`src/rtl/axi_mst_initiator.sv`:
```
// AXI3-style master traffic initiator: turns burst commands into AW/W/AR traffic and counts B/R completions.
// Optional response checking (ID/len/resp FIFOs driving out_err) is enabled by defining MST_RESP_CHECK_EN.
module axi_mst_initiator #(
  parameter int AXI_ADDR_W   = 32,
  parameter int AXI_ID_W     = 4,
  parameter int AXI_DATA_W   = 32,
  parameter int MST_OSTD_NUM = 4
) (
  input  logic                              aclk,
  input  logic                              aresetn,
  input  logic                              in_cmd_valid,
  output logic                              out_cmd_ready,
  input  logic                              in_cmd_write,
  input  logic [AXI_ADDR_W-1:0]             in_cmd_addr,
  input  logic [3:0]                        in_cmd_len,
  input  logic [AXI_ID_W-1:0]               in_cmd_id,
  output logic                              out_awvalid,
  input  logic                              in_awready,
  output logic [AXI_ADDR_W-1:0]             out_awaddr,
  output logic [3:0]                        out_awlen,
  output logic [AXI_ID_W-1:0]               out_awid,
  output logic                              out_wvalid,
  input  logic                              in_wready,
  output logic                              out_wlast,
  output logic [AXI_DATA_W-1:0]             out_wdata,
  output logic [AXI_DATA_W/8-1:0]           out_wstrb,
  output logic [AXI_ID_W-1:0]               out_wid,
  input  logic                              in_bvalid,
  output logic                              out_bready,
  input  logic [AXI_ID_W-1:0]               in_bid,
  input  logic [1:0]                        in_bresp,
  output logic                              out_arvalid,
  input  logic                              in_arready,
  output logic [AXI_ADDR_W-1:0]             out_araddr,
  output logic [3:0]                        out_arlen,
  output logic [AXI_ID_W-1:0]               out_arid,
  input  logic                              in_rvalid,
  output logic                              out_rready,
  input  logic                              in_rlast,
  input  logic [AXI_ID_W-1:0]               in_rid,
  input  logic [1:0]                        in_rresp,
  input  logic [AXI_DATA_W-1:0]             in_rdata,
  output logic [$clog2(MST_OSTD_NUM):0]     out_wr_ostd,
  output logic [$clog2(MST_OSTD_NUM):0]     out_rd_ostd,
  output logic [15:0]                       out_wr_done,
  output logic [15:0]                       out_rd_done,
  output logic                              out_err
);

  localparam int OSTD_W = $clog2(MST_OSTD_NUM) + 1;
  localparam logic [OSTD_W-1:0] OSTD_MAX = OSTD_W'(MST_OSTD_NUM);
  localparam int STRB_W = AXI_DATA_W / 8;

  typedef enum logic [1:0] {W_IDLE = 2'd0, W_ADDR = 2'd1, W_DATA = 2'd2} wstate_t;

  wstate_t                 r_wstate;
  wstate_t                 w_wstate_nxt;
  logic [AXI_ADDR_W-1:0]   r_aw_addr;
  logic [3:0]              r_aw_len;
  logic [AXI_ID_W-1:0]     r_aw_id;
  logic [3:0]              r_beat;
  logic                    r_arvalid;
  logic [AXI_ADDR_W-1:0]   r_ar_addr;
  logic [3:0]              r_ar_len;
  logic [AXI_ID_W-1:0]     r_ar_id;
  logic [OSTD_W-1:0]       r_wr_ostd;
  logic [OSTD_W-1:0]       r_rd_ostd;
  logic [15:0]             r_wr_done;
  logic [15:0]             r_rd_done;
  logic                    r_live;

  logic w_awvalid, w_wvalid, w_wlast;
  logic w_wr_room, w_rd_room, w_cmd_wr_acc, w_cmd_rd_acc;
  logic w_aw_hs, w_w_hs, w_b_hs, w_ar_hs, w_r_hs, w_r_last_hs;
  logic [AXI_ADDR_W-1:0] w_wdata_sum;

  assign w_wr_room    = (r_wr_ostd < OSTD_MAX);
  assign w_rd_room    = (r_rd_ostd < OSTD_MAX);
  // r_live keeps every ready low until the first edge after reset release
  assign out_cmd_ready = r_live && (in_cmd_write ? ((r_wstate == W_IDLE) && w_wr_room)
                                                 : (!r_arvalid && w_rd_room));
  assign w_cmd_wr_acc = in_cmd_valid && in_cmd_write && out_cmd_ready;
  assign w_cmd_rd_acc = in_cmd_valid && !in_cmd_write && out_cmd_ready;

  assign w_aw_hs     = w_awvalid && in_awready;
  assign w_w_hs      = w_wvalid && in_wready;
  assign w_b_hs      = in_bvalid && r_live;
  assign w_ar_hs     = r_arvalid && in_arready;
  assign w_r_hs      = in_rvalid && r_live;
  assign w_r_last_hs = w_r_hs && in_rlast;

  // Write FSM: state register
  always_ff @(posedge aclk or negedge aresetn) begin
    if (!aresetn) r_wstate <= W_IDLE;
    else          r_wstate <= w_wstate_nxt;
  end

  // Write FSM: next state
  always_comb begin
    w_wstate_nxt = r_wstate;
    case (r_wstate)
      W_IDLE:  if (w_cmd_wr_acc) w_wstate_nxt = W_ADDR;
      W_ADDR:  if (in_awready) w_wstate_nxt = W_DATA;
      W_DATA:  if (in_wready && (r_beat == r_aw_len)) w_wstate_nxt = W_IDLE;
      default: w_wstate_nxt = W_IDLE;
    endcase
  end

  // Write FSM: outputs
  always_comb begin
    w_awvalid = 1'b0;
    w_wvalid  = 1'b0;
    w_wlast   = 1'b0;
    out_wstrb = '0;
    case (r_wstate)
      W_ADDR: w_awvalid = 1'b1;
      W_DATA: begin
        w_wvalid  = 1'b1;
        w_wlast   = (r_beat == r_aw_len);
        out_wstrb = {STRB_W{1'b1}};
      end
      default: ;
    endcase
  end

  assign w_wdata_sum = r_aw_addr + AXI_ADDR_W'(r_beat);
  assign out_awvalid = w_awvalid;
  assign out_awaddr  = r_aw_addr;
  assign out_awlen   = r_aw_len;
  assign out_awid    = r_aw_id;
  assign out_wvalid  = w_wvalid;
  assign out_wlast   = w_wlast;
  assign out_wdata   = AXI_DATA_W'(w_wdata_sum);
  assign out_wid     = r_aw_id;

  always_ff @(posedge aclk or negedge aresetn) begin
    if (!aresetn) begin
      r_aw_addr <= '0;
      r_aw_len  <= '0;
      r_aw_id   <= '0;
      r_beat    <= '0;
    end else begin
      if (w_cmd_wr_acc) begin
        r_aw_addr <= in_cmd_addr;
        r_aw_len  <= in_cmd_len;
        r_aw_id   <= in_cmd_id;
        r_beat    <= '0;
      end else if (w_w_hs) begin
        r_beat <= w_wlast ? 4'd0 : r_beat + 4'd1;
      end
    end
  end

  // Read address channel: single-entry holding register
  always_ff @(posedge aclk or negedge aresetn) begin
    if (!aresetn) begin
      r_arvalid <= 1'b0;
      r_ar_addr <= '0;
      r_ar_len  <= '0;
      r_ar_id   <= '0;
    end else if (w_cmd_rd_acc) begin
      r_arvalid <= 1'b1;
      r_ar_addr <= in_cmd_addr;
      r_ar_len  <= in_cmd_len;
      r_ar_id   <= in_cmd_id;
    end else if (w_ar_hs) begin
      r_arvalid <= 1'b0;
    end
  end

  assign out_arvalid = r_arvalid;
  assign out_araddr  = r_ar_addr;
  assign out_arlen   = r_ar_len;
  assign out_arid    = r_ar_id;

  always_ff @(posedge aclk or negedge aresetn) begin
    if (!aresetn) begin
      r_wr_ostd <= '0;
      r_rd_ostd <= '0;
      r_wr_done <= '0;
      r_rd_done <= '0;
      r_live    <= 1'b0;
    end else begin
      r_live <= 1'b1;
      case ({w_aw_hs, w_b_hs})
        2'b10:   r_wr_ostd <= r_wr_ostd + 1'b1;
        2'b01:   r_wr_ostd <= r_wr_ostd - 1'b1;
        default: ;
      endcase
      case ({w_ar_hs, w_r_last_hs})
        2'b10:   r_rd_ostd <= r_rd_ostd + 1'b1;
        2'b01:   r_rd_ostd <= r_rd_ostd - 1'b1;
        default: ;
      endcase
      if (w_b_hs)      r_wr_done <= r_wr_done + 16'd1;
      if (w_r_last_hs) r_rd_done <= r_rd_done + 16'd1;
    end
  end

  assign out_wr_ostd = r_wr_ostd;
  assign out_rd_ostd = r_rd_ostd;
  assign out_wr_done = r_wr_done;
  assign out_rd_done = r_rd_done;
  assign out_bready  = r_live;
  assign out_rready  = r_live;

`ifdef MST_RESP_CHECK_EN
  localparam int PTR_W = $clog2(MST_OSTD_NUM);

  logic [AXI_ID_W+3:0] r_wq [MST_OSTD_NUM];
  logic [AXI_ID_W+3:0] r_rq [MST_OSTD_NUM];
  logic [PTR_W-1:0]    r_wq_wp, r_wq_rp, r_rq_wp, r_rq_rp;
  logic [OSTD_W-1:0]   r_wq_cnt, r_rq_cnt;
  logic [3:0]          r_rbeat;
  logic                r_err;
  logic [AXI_ID_W+3:0] w_wq_head, w_rq_head;
  logic w_wq_push, w_wq_pop, w_rq_push, w_rq_pop, w_b_bad, w_r_bad;
  logic w_unused_ok;

  assign w_wq_head = r_wq[r_wq_rp];
  assign w_rq_head = r_rq[r_rq_rp];
  assign w_wq_push = w_aw_hs && (r_wq_cnt < OSTD_MAX);
  assign w_rq_push = w_ar_hs && (r_rq_cnt < OSTD_MAX);
  assign w_wq_pop  = w_b_hs && (r_wq_cnt != '0);
  assign w_rq_pop  = w_r_last_hs && (r_rq_cnt != '0);
  assign w_b_bad   = w_b_hs && ((r_wq_cnt == '0) || (in_bresp != 2'b00) ||
                                (in_bid != w_wq_head[AXI_ID_W+3:4]));
  // Beat count against the queued len catches both early and late RLAST
  assign w_r_bad   = w_r_hs && ((r_rq_cnt == '0) || (in_rresp != 2'b00) ||
                                (in_rid != w_rq_head[AXI_ID_W+3:4]) ||
                                (in_rlast != (r_rbeat == w_rq_head[3:0])));
  assign w_unused_ok = ^in_rdata;

  always_ff @(posedge aclk) begin
    if (w_wq_push) r_wq[r_wq_wp] <= {r_aw_id, r_aw_len};
    if (w_rq_push) r_rq[r_rq_wp] <= {r_ar_id, r_ar_len};
  end

  always_ff @(posedge aclk or negedge aresetn) begin
    if (!aresetn) begin
      r_wq_wp  <= '0;
      r_wq_rp  <= '0;
      r_wq_cnt <= '0;
      r_rq_wp  <= '0;
      r_rq_rp  <= '0;
      r_rq_cnt <= '0;
      r_rbeat  <= '0;
      r_err    <= 1'b0;
    end else begin
      if (w_wq_push) r_wq_wp <= r_wq_wp + 1'b1;
      if (w_wq_pop)  r_wq_rp <= r_wq_rp + 1'b1;
      if (w_rq_push) r_rq_wp <= r_rq_wp + 1'b1;
      if (w_rq_pop)  r_rq_rp <= r_rq_rp + 1'b1;
      case ({w_wq_push, w_wq_pop})
        2'b10:   r_wq_cnt <= r_wq_cnt + 1'b1;
        2'b01:   r_wq_cnt <= r_wq_cnt - 1'b1;
        default: ;
      endcase
      case ({w_rq_push, w_rq_pop})
        2'b10:   r_rq_cnt <= r_rq_cnt + 1'b1;
        2'b01:   r_rq_cnt <= r_rq_cnt - 1'b1;
        default: ;
      endcase
      if (w_r_hs) r_rbeat <= in_rlast ? 4'd0 : r_rbeat + 4'd1;
      if (w_b_bad || w_r_bad) r_err <= 1'b1;
    end
  end

  assign out_err = r_err;
`else
  logic w_unused_ok;
  assign w_unused_ok = ^{in_bid, in_bresp, in_rid, in_rresp, in_rdata};
  assign out_err = 1'b0;
`endif

endmodule

```
`config.mk`:
```
export PLATFORM = sky130hd
export DESIGN_NAME = axi_mst_initiator
export DESIGN_NICKNAME = d
export VERILOG_FILES = /design/src/rtl/axi_mst_initiator.sv
export SDC_FILE = /design/constraint.sdc
export NUM_CORES = 1
export LEC_CHECK = 0
export ABC_CLOCK_PERIOD_IN_PS = 2110
export CAP_MARGIN = 5
export CORE_UTILIZATION = 35
export DETAILED_ROUTE_END_ITERATION = 6
export PLACE_DENSITY = 0.79
export SLEW_MARGIN = 20
export SYNTH_ARGS = -nofsm -noshare
export SYNTH_HDL_FRONTEND = slang
export SYNTH_SLANG_ARGS = --single-unit
export TNS_END_PERCENT = 30
```
`constraint.sdc`:
```
create_clock -name aclk -period 2.11 [get_ports aclk]
set_input_delay 0.211 -clock aclk [delete_from_list [all_inputs] [get_ports aclk]]
set_output_delay 0.211 -clock aclk [all_outputs]
set_load 0.01 [all_outputs]
```
==> impl_metrics.yaml, run 1 <==
synth:
  ys_seq_area_share_pct: 52.8
  synth_seq_cells: 126
  syn_area_um2: 5970
  async_flop_share_pct: 100
  synth_top_area_cell: "dfrtp_1"
  synth_top_area_share_pct: 52.8
  synth.distinct_cells: 46
  ys_warn_count: 0
  yosysMostFrequentCell: "dfrtp_1"
  synthCells: 481
  synth_nets: 587
  ys_top_cells_by_count: "126 x dfrtp_1, 78 x mux2_2, 38 x xor2_1, 33 x nand2_1, 31 x xnor2_1"
  synth_edf_count: 0
  synth_area_leaders: "dfrtp_1 53%, mux2_2 15%, xor2_1 5.6%"
  synth.avg_cell_area_um2: 12.4
  ys.flop_type: "dfrtp_1"
floorplanning:
  start_util_pct: 35.9
  die_area_um2: 17600
  die_x_um: 133
  coreArea_um2: 16600
  die_h_um: 133
  rows: 47
  num_io_pins: 260
detailed_routing:
  wl_per_cell_um: 16.3
  vias_per_cell: 4.79
  firstDrtPassIters: 4
  drt_wl_total_mm: 16.2
  drc: 0
  vias: 4762
  drtAntennaViolNets: 0
  drt-initial-drc-count: 165
worst_setup_path:
  worstReg2RegEnd: "r_beat[3]$_DFFE_PN0P_"
  arrival_ns: 2.35
  critical_path_class: "reg -> out"
  cp_data_required_time_ns: 1.90
  crit_path_max_fanout: 7
  timing.rr.start: "r_beat[1]$_DFFE_PN0P_"
  start_kind: "flip-flop"
  rrSetupSlack_ns: 0.26
  reg2reg_depth: 7
  end_kind: "output pin"
min_path:
  hp-class: "in -> async"
job:
  maxCapViolCount: 0
clocking:
  clk_latency_ns: 0.41
  cts_root_buf: "clkbuf_16"
  clockBufferDepth: 2
  cts_tree: "built"
  cts_max_level: 4
  clk_pin_slew_ns: 0.06
  clock-sinks: 126
  cts_buffers: 17
sta:
  final_hold_viol_count: 0
  worst_clock_skew_ns: 0.00531
  finalSetupTns_ns: -8.39
  setup_viol: 29
  maxSlewViolCount: 0
  period_minus_slack_ns: 2.56
  worst_slack_ns: -0.452
  fin_crit_sh_pct: 121
  rsz0062_at_grt: "true"
  fmax_ghz: 0.390
run_status:
  outcome: "finished, violations left"
  failed_checks: "setup timing"
power:
  leakagePower_nw: 4.28
  total_power_mw: 13.6
  power_density_nw_per_um2: 1430
  peakVddDrop_mv: 0.752
placed_design:
  hpwl_mm: 11.7
  gp_congestion: 0.843
  place_ws_ns: -0.512
  numPortBuffers: 214
final_layout:
  drive_above_1_share_pct: 31.4
  nFillCells: 1396
  regArea_um2: 3150
  layout.nets: 868
  post-route-util_pct: 57.0
  area_growth_syn_to_layout_pct: 58.9
  n_antenna_cell: 0
  multiInputGateArea_um2: 2860
global_routing:
  grt_max_degree: 63
  grt_pass1_vias: 5087
  antenna_found_initial: 0
  grt_usage_pct: 19.3
  overflow: 0
  grt_pass1_wl_mm: 26.5
how the worst max path moves through the flow:
stage	startpoint	endpoint	cells past startpoint
floorplan	out_awaddr[0]$_DFFE_PN0N_	out_wdata[24]	7
global placement	out_awaddr[2]$_DFFE_PN0N_	out_wdata[19]	7
detailed placement	out_awaddr[2]$_DFFE_PN0N_	out_wdata[27]	6
CTS	r_beat[0]$_DFFE_PN0P_	out_wdata[22]	9
global route	r_beat[0]$_DFFE_PN0P_	out_wdata[20]	8
finish	r_beat[0]$_DFFE_PN0P_	out_wdata[20]	8
worst max-delay path, stage by stage, from the launching register on:
cell and delay, ns:
dfrtp_1 0.39, ha_2 0.21, fa_2 0.36, a21o_1 0.22, o21ai_4 0.17, buf_8 0.17, nor4_2 0.06, xor2_1 0.18
buf_2 0.18
metal layers:
metal	share of wire, %	track usage [%]	vias to the layer above	wire length (µm)
met1	43	23.3	2371	6920
met3	5.8	6.28	19	939
li1	-	-	2233	-
met5	0	0	-	0
met2	50	32.6	139	8130
met4	1.2	6.00	0	199
state kept, by name, indices dropped and copies added, names as in the netlist, 2 cells and up:
name / flops
out_rd_ostd: 3
r_beat: 4
out_awaddr: 32
out_arid: 4
out_wr_ostd: 3
out_awid: 4
r_wstate: 2
out_awlen: 4
out_araddr: 32
out_wr_done: 16
out_rd_done: 16
out_arlen: 4
through the flow:
stage	hold slack (ns)	cells	cell area [µm²]
after CTS	0.216	995	9470
after global routing	0.245	995	9490
after detailed placement	0.0962	951	8760
after global placement	0.0938	951	8760
after floorplan	-0.0846	481	5980
final	0.239	995	9490
power breakdown:
group / internal (mW) / switching [mW]
clock network: 1.67 / 1.01
logic: 3.91 / 2.92
registers: 3.38 / 0.692
layout make-up:
cell class              count  share of cell area (%)
flip-flops and latches    126                    33.2
repair buffers            286                    27.6
multi-input cells         318                    30.1
clock inverters             8                   0.686
well taps                 220                    2.90
clock buffers              24                    4.97
inverters                  13                   0.514
logic make-up (layout without fill, tap and decap cells):
family          count (synthesis)  in the layout  synth area share [%]
simple gates                  132            132                  12.7
flops                         126            126                  52.8
mux                            83             83                  15.6
xor+xnor                       70             70                  10.4
buf+inv                        37            331                  3.31
compound gates                 19             19                  2.20
fa+ha+maj                      12             12                  2.89
other cells                     2              2                 0.126
placed cells by master (no fill, tap or decap), drive strengths merged, types with 3 or more instances in the layout:
cell type,instances
clkdlybuf4s50,180
nor3,12
nor4,12
and4,8
nand3,18
nand2,33
and2,3
dfrtp,126
and3,10
clkbuf,24
fa,3
clkdlybuf4s15,3
xor2,38
a21oi,5
inv,13
buf,100
clkinv,7
nor2b,3
mux2,82
nand4,14
ha,9
xnor2,32
nor2,12
repair_timing:
item	4_1_cts	5_1_grt
hold buffers	1	0
setup endpoints to repair	33	31
endpoints found under the hold margin	64	0
buffers inserted	10	2
pin swaps	23	10
gates resized for setup	154	10
cloned	1	0
Power figures use the tool's default switching activity.
==> run 2: changes to the inputs <==
RECOVER_POWER = 100   (was not set)
==> run 2 against run 1 <==
  * The flow still finishes with violations (setup timing)
  * Clock skew about the same
  * Final area fell by 1.2%
  * Non-clock buffer count unchanged
  * Clock-buffer cell count did not move
  * First-iteration DRC count shrank 2.4%
  * Fmax rose by 0.90%
==> impl_metrics.yaml, run 2 (synthesis results as in run 1) <==
sta:
  rsz0062_at_grt: "true"
  worst_slack_ns: -0.429
  setup_viol: 30
  period_minus_slack_ns: 2.54
  fin_crit_sh_pct: 120
  final_hold_viol_count: 0
  fmax_ghz: 0.394
  worstMarginPinSlew_ns: 0.865
  worst_hold_slack_ns: 0.422
  maxSlewViolCount: 0
  worst_clock_skew_ns: 0.00487
  max_slew_margin_pct: 42.3
detailed_routing:
  firstDrtPassIters: 4
  wl_per_cell_um: 16.2
  drt_wl_total_mm: 16.1
  vias_per_cell: 4.78
  drt-initial-drc-count: 161
  drc: 0
  vias: 4753
  drtAntennaViolNets: 0
worst_setup_path:
  start_kind: "flip-flop"
  crit_path_max_fanout: 7
  slowest_stage: "dfrtp_1"
  worstPathBufferInverterCount: 2
  critical_path_class: "reg -> out"
  arrival_ns: 2.33
  end_kind: "output pin"
  crit_chain: "ha_2, fa_2, a21o_1, o21ai_4, buf_8, nor4_2, xor2_1, buf_2"
  slowest_delay_ns: 0.39
  crit_family: "adder cells"
  cp_data_required_time_ns: 1.90
power:
  total_power_mw: 13.1
  power_density_nw_per_um2: 1390
  leakagePower_nw: 4.38
  peakVddDrop_mv: 0.721
floorplanning:
  die_area_um2: 17600
  num_io_pins: 260
  rows: 47
  coreArea_um2: 16600
  start_util_pct: 35.9
  die_x_um: 133
  die_h_um: 133
clocking:
  clock-sinks: 126
  clk_pin_slew_ns: 0.05
  cts_max_level: 4
  clk_latency_ns: 0.41
  cts_buffers: 17
  cts_tree: "built"
  cts_root_buf: "clkbuf_16"
  clockBufferDepth: 2
placed_design:
  numPortBuffers: 214
  post_dp_cell_area_um2: 8760
  hpwl_mm: 11.7
  gp_congestion: 0.843
  placed_cells: 951
final_layout:
  drive_above_1_share_pct: 29.7
  post-route-util_pct: 56.4
  n_antenna_cell: 0
  area_growth_syn_to_layout_pct: 57.1
  multiInputGateArea_um2: 2830
  layout.nets: 868
  final_cell_mix: "133 x dlygate4sd3_1, 126 x dfrtp_1, 78 x mux2_2, 54 x buf_4, 48 x clkdlybuf4s50_1"
  final_area_um2: 9380
  final_cells: 995
  nFillCells: 1415
  regArea_um2: 3150
  mostFrequentLayoutCell: "dlygate4sd3_1"
global_routing:
  grt_pass1_wl_mm: 26.5
  grt_usage_pct: 19.3
  overflow: 0
  grt_max_degree: 63
  grt_pass1_vias: 5087
  antenna_found_initial: 0
run_status:
  failed_checks: "setup timing"
  outcome: "finished, violations left"
min_path:
  hp-class: "in -> reg"
job:
  maxCapViolCount: 0
==> run 2: cell count changes in the layout (fill, tap and decap cells not counted), sizes merged <==
cell           change
clkbuf            +14
dlygate4sd3      +132
buf               -14
clkdlybuf4s50    -132
==> run 2: stage by stage <==
stage	setup slack (ns)	setup TNS, ns
3_5_place_dp	-0.512	-10.62
2_1_floorplan	0.0232	0
4_1_cts	-0.437	-8.48
6_report	-0.429	-8.55
5_1_grt	-0.525	-17.77
3_3_place_gp	-0.439	-9.71
==> run 2: report_power, final <==
part	leakage [nW]	internal (mW)	total, mW	switching [mW]
Sequential	1.56	3.38	4.04	0.658
Combinational	2.55	3.48	6.37	2.89
Clock	0.271	1.67	2.67	1.00
Total	4.38	8.53	13.1	4.55
==> run 2: metal layers <==
layer / up-vias / GRT usage, % / wire length (µm)
met2: 139 / 32.6 / 8150
met3: 17 / 6.28 / 981
met4: 0 / 6.00 / 197
met5: - / 0 / 0
li1: 2242 / - / -
met1: 2355 / 23.3 / 6780
==> run 2: layout make-up <==
type / instances / area share [%]
inverter: 13 / 0.520
timing repair buffer: 286 / 27.1
multi-input combinational: 318 / 30.1
tap: 220 / 2.93
clock inverter: 8 / 0.694
sequential: 126 / 33.6
clock buffer: 24 / 5.03
==> run 2: repair_timing <==
item                       CTS  global route
buffers inserted            10             2
hold buffers                 1             0
pin swaps                   23            10
setup endpoints to repair   33            31
hold endpoints to repair    64             0
gates cloned                 1             0
resized for setup          154            10
==> run 2: worst paths after layout <==
kind / end / depth (start not counted) / from / slack [ns]
worst max-delay path: out_wdata[20] / 8 / r_beat[0]$_DFFE_PN0P_ / -0.43
worst min-delay path: out_arvalid$_DFFE_PN0P_ / 2 / in_arready / 0.42
worst max register to register: r_beat[3]$_DFFE_PN0P_ / 7 / r_beat[1]$_DFFE_PN0P_ / 0.13
worst min register to register: out_wr_done[15]$_DFFE_PN0P_ / 1 / out_wr_done[15]$_DFFE_PN0P_ / 0.46
max in group asynchronous: out_wr_ostd[2]$_DFFE_PN0P_ / 3 / aresetn / 0.22
min in group asynchronous: out_araddr[17]$_DFFE_PN0P_ / 2 / aresetn / 0.44
==> run 2: worst reg2reg max path: stages, from the launching register on <==
cell and delay, ns:
dfrtp_1 0.41, clkbuf_4 0.15, clkbuf_1 0.21, xor2_1 0.18, nor4_1 0.07, clkbuf_1 0.17, or4_1 0.52, a21oi_1 0.17
==> run 3: changes to the inputs <==
ABC_CLOCK_PERIOD_IN_PS = 2700   (was 2110)
PLACE_DENSITY = 0.77   (was 0.79)
clock period = 2.7 ns   (was 2.11 ns; I/O delays follow)
==> run 3 against run 2 <==
  * First-iteration DRC count down 8.7%
  * Hold slack better by 0.044 ns
  * Critical path depth down 1
  * Worst setup slack better by 0.45 ns
  * Core utilization down 2.1 points
  * Final area down 3.7%
  * Power down 22%
  * Clock-buffer cell count down 3
  * Highest routed layer unchanged
  * Global-route usage down 0.71 points
  * Cell count down 5.0%
  * The run now ends clean
  * Register-to-register slack better by 0.42 ns
  * Largest power group unchanged
==> impl_metrics.yaml, run 3 (synthesis results as in run 1) <==
run_status:
  outcome: "finished, final reports clean"
detailed_routing:
  drt-initial-drc-count: 147
  drtAntennaViolNets: 0
  drc: 0
  firstDrtPassIters: 4
  drt_wl_total_mm: 15.6
  vias_per_cell: 4.89
  vias: 4620
  wl_per_cell_um: 16.6
sta:
  period_minus_slack_ns: 2.68
  fin_crit_sh_pct: 99.4
  worst_slack_ns: 0.0168
  setup_viol: 0
  final_hold_viol_count: 0
  max_slew_margin_pct: 20.9
  worst_clock_skew_ns: 0.0114
  maxSlewViolCount: 0
  fmax_ghz: 0.373
  worstMarginPinSlew_ns: 1.19
  rsz0062_at_grt: "true"
  worst_hold_slack_ns: 0.466
floorplanning:
  die_x_um: 133
  num_io_pins: 260
  die_h_um: 133
  coreArea_um2: 16600
  die_area_um2: 17600
  start_util_pct: 35.9
  rows: 47
worst_setup_path:
  cp_data_required_time_ns: 2.43
  critPathLaunch: "out_awaddr[2]$_DFFE_PN0N_"
  timing.rr.start: "out_bready$_DFF_PN0_"
  crit_family: "simple AND/OR/NAND/NOR gates"
  arrival_ns: 2.41
  end_kind: "output pin"
  crit_path_max_fanout: 8
  crit_chain: "ha_1, nand4_1, o22a_4, buf_12, nor4_2, xnor2_1, clkdlybuf4s15_2"
  start_kind: "flip-flop"
  slowest_stage: "dfrtp_1"
  rrSetupSlack_ns: 0.55
  slowest_delay_ns: 0.40
  critical_path_class: "reg -> out"
  worstPathBufferInverterCount: 2
final_layout:
  area_growth_syn_to_layout_pct: 51.3
  drive_above_1_share_pct: 24.0
  layout.nets: 818
  n_antenna_cell: 0
  final_area_um2: 9030
  mostFrequentLayoutCell: "clkdlybuf4s50_1"
  final_cell_mix: "132 x clkdlybuf4s50_1, 125 x dfrtp_1, 78 x mux2_2, 54 x dlygate4sd3_1, 38 x xor2_1"
placed_design:
  hpwl_mm: 11.4
  numPortBuffers: 214
  place_ws_ns: 0.00859
  post_dp_cell_area_um2: 8430
  gp_congestion: 0.786
global_routing:
  overflow: 0
  grt_max_degree: 61
  grt_usage_pct: 18.6
  grt_pass1_wl_mm: 25.7
  grt_pass1_vias: 4918
  antenna_found_initial: 0
power:
  leakagePower_nw: 3.99
  p_sw_share_pct: 34.3
  p_seq_share_pct: 33.3
  pwr-share-clk_pct: 21.8
  total_power_mw: 10.2
  pwr-share-comb_pct: 44.9
  power.switching_mw: 3.48
  peakVddDrop_mv: 0.666
  power_density_nw_per_um2: 1120
  power.internal_mw: 6.68
clocking:
  clockBufferDepth: 2
  cts_buffers: 17
  clk_latency_ns: 0.41
  clk_pin_slew_ns: 0.05
  cts_tree: "built"
  cts_max_level: 4
  cts_root_buf: "clkbuf_16"
  clock-sinks: 126
min_path:
  min-delay-start: "out_wr_done[15]$_DFFE_PN0P_"
  hp-class: "reg -> reg"
job:
  maxCapViolCount: 0
[run 3: path summary, 6_finish.rpt]
check	to	cells past startpoint
setup reg to reg	out_rd_ostd[2]$_DFFE_PN0P_	8
hold reg to reg	out_wr_done[15]$_DFFE_PN0P_	1
hold / removal	out_wr_done[15]$_DFFE_PN0P_	1
min in group asynchronous	out_wr_done[13]$_DFFE_PN0P_	2
setup / recovery	out_wdata[25]	7
max in group asynchronous	out_awaddr[3]$_DFFE_PN0N_	3
[run 3: power groups by stage]
stage	Sequential, mW	Combinational, mW	Clock, mW
detailed placement	3.42	4.80	0
CTS	3.40	4.77	2.26
finish	3.38	4.56	2.21
global placement	3.37	4.71	0
floorplan	3.63	1.69	0
global route	3.51	4.88	2.35
[run 3: through the flow]
stage	utilization (%)	setup TNS (ns)	cells
4_1_cts	54.5	-0.197	945
5_1_grt	54.3	-0.264	945
2_1_floorplan	-	0	481
3_3_place_gp	50.6	0	910
3_5_place_dp	50.6	0	910
6_report	54.3	0	945
[run 3: timing repair]
item | in CTS | in global routing
buffers inserted | 2 | 0
endpoints found under the setup margin | 27 | 21
endpoints found under the hold margin | 36 | 0
cloned | 0 | 0
resized for setup | 68 | 22
pin swaps | 1 | 2
hold buffers | 1 | 0
[run 3: final cells by class]
class                           instances  area (µm²)
Multi-Input combinational cell        318        2720
Clock buffer                           21         460
Tap cell                              220         275
Sequential cell                       126        3150
Clock inverter                         11         116
Inverter                               13        48.8
Fill cell                            1425        7610
Timing Repair Buffer                  236        2260
[run 3: worst reg2reg max path, stage by stage, from the launching register on]
cell and delay (ns):
dfrtp_1 0.46, nand3_1 0.31, inv_1 0.25, ha_1 0.21, inv_1 0.06, fa_1 0.37, xor2_1 0.17, nor2_1 0.12
xor2_1 0.14
[run 3: per-layer routing]
layer	routed length [µm]	vias up	part of all wire [%]	GRT usage [%]
met1	6400	2327	41	22.0
met2	8180	136	52	32.2
met4	294	0	1.9	7.79
met5	0	-	0	0
li1	-	2131	-	-
met3	767	26	4.9	4.44
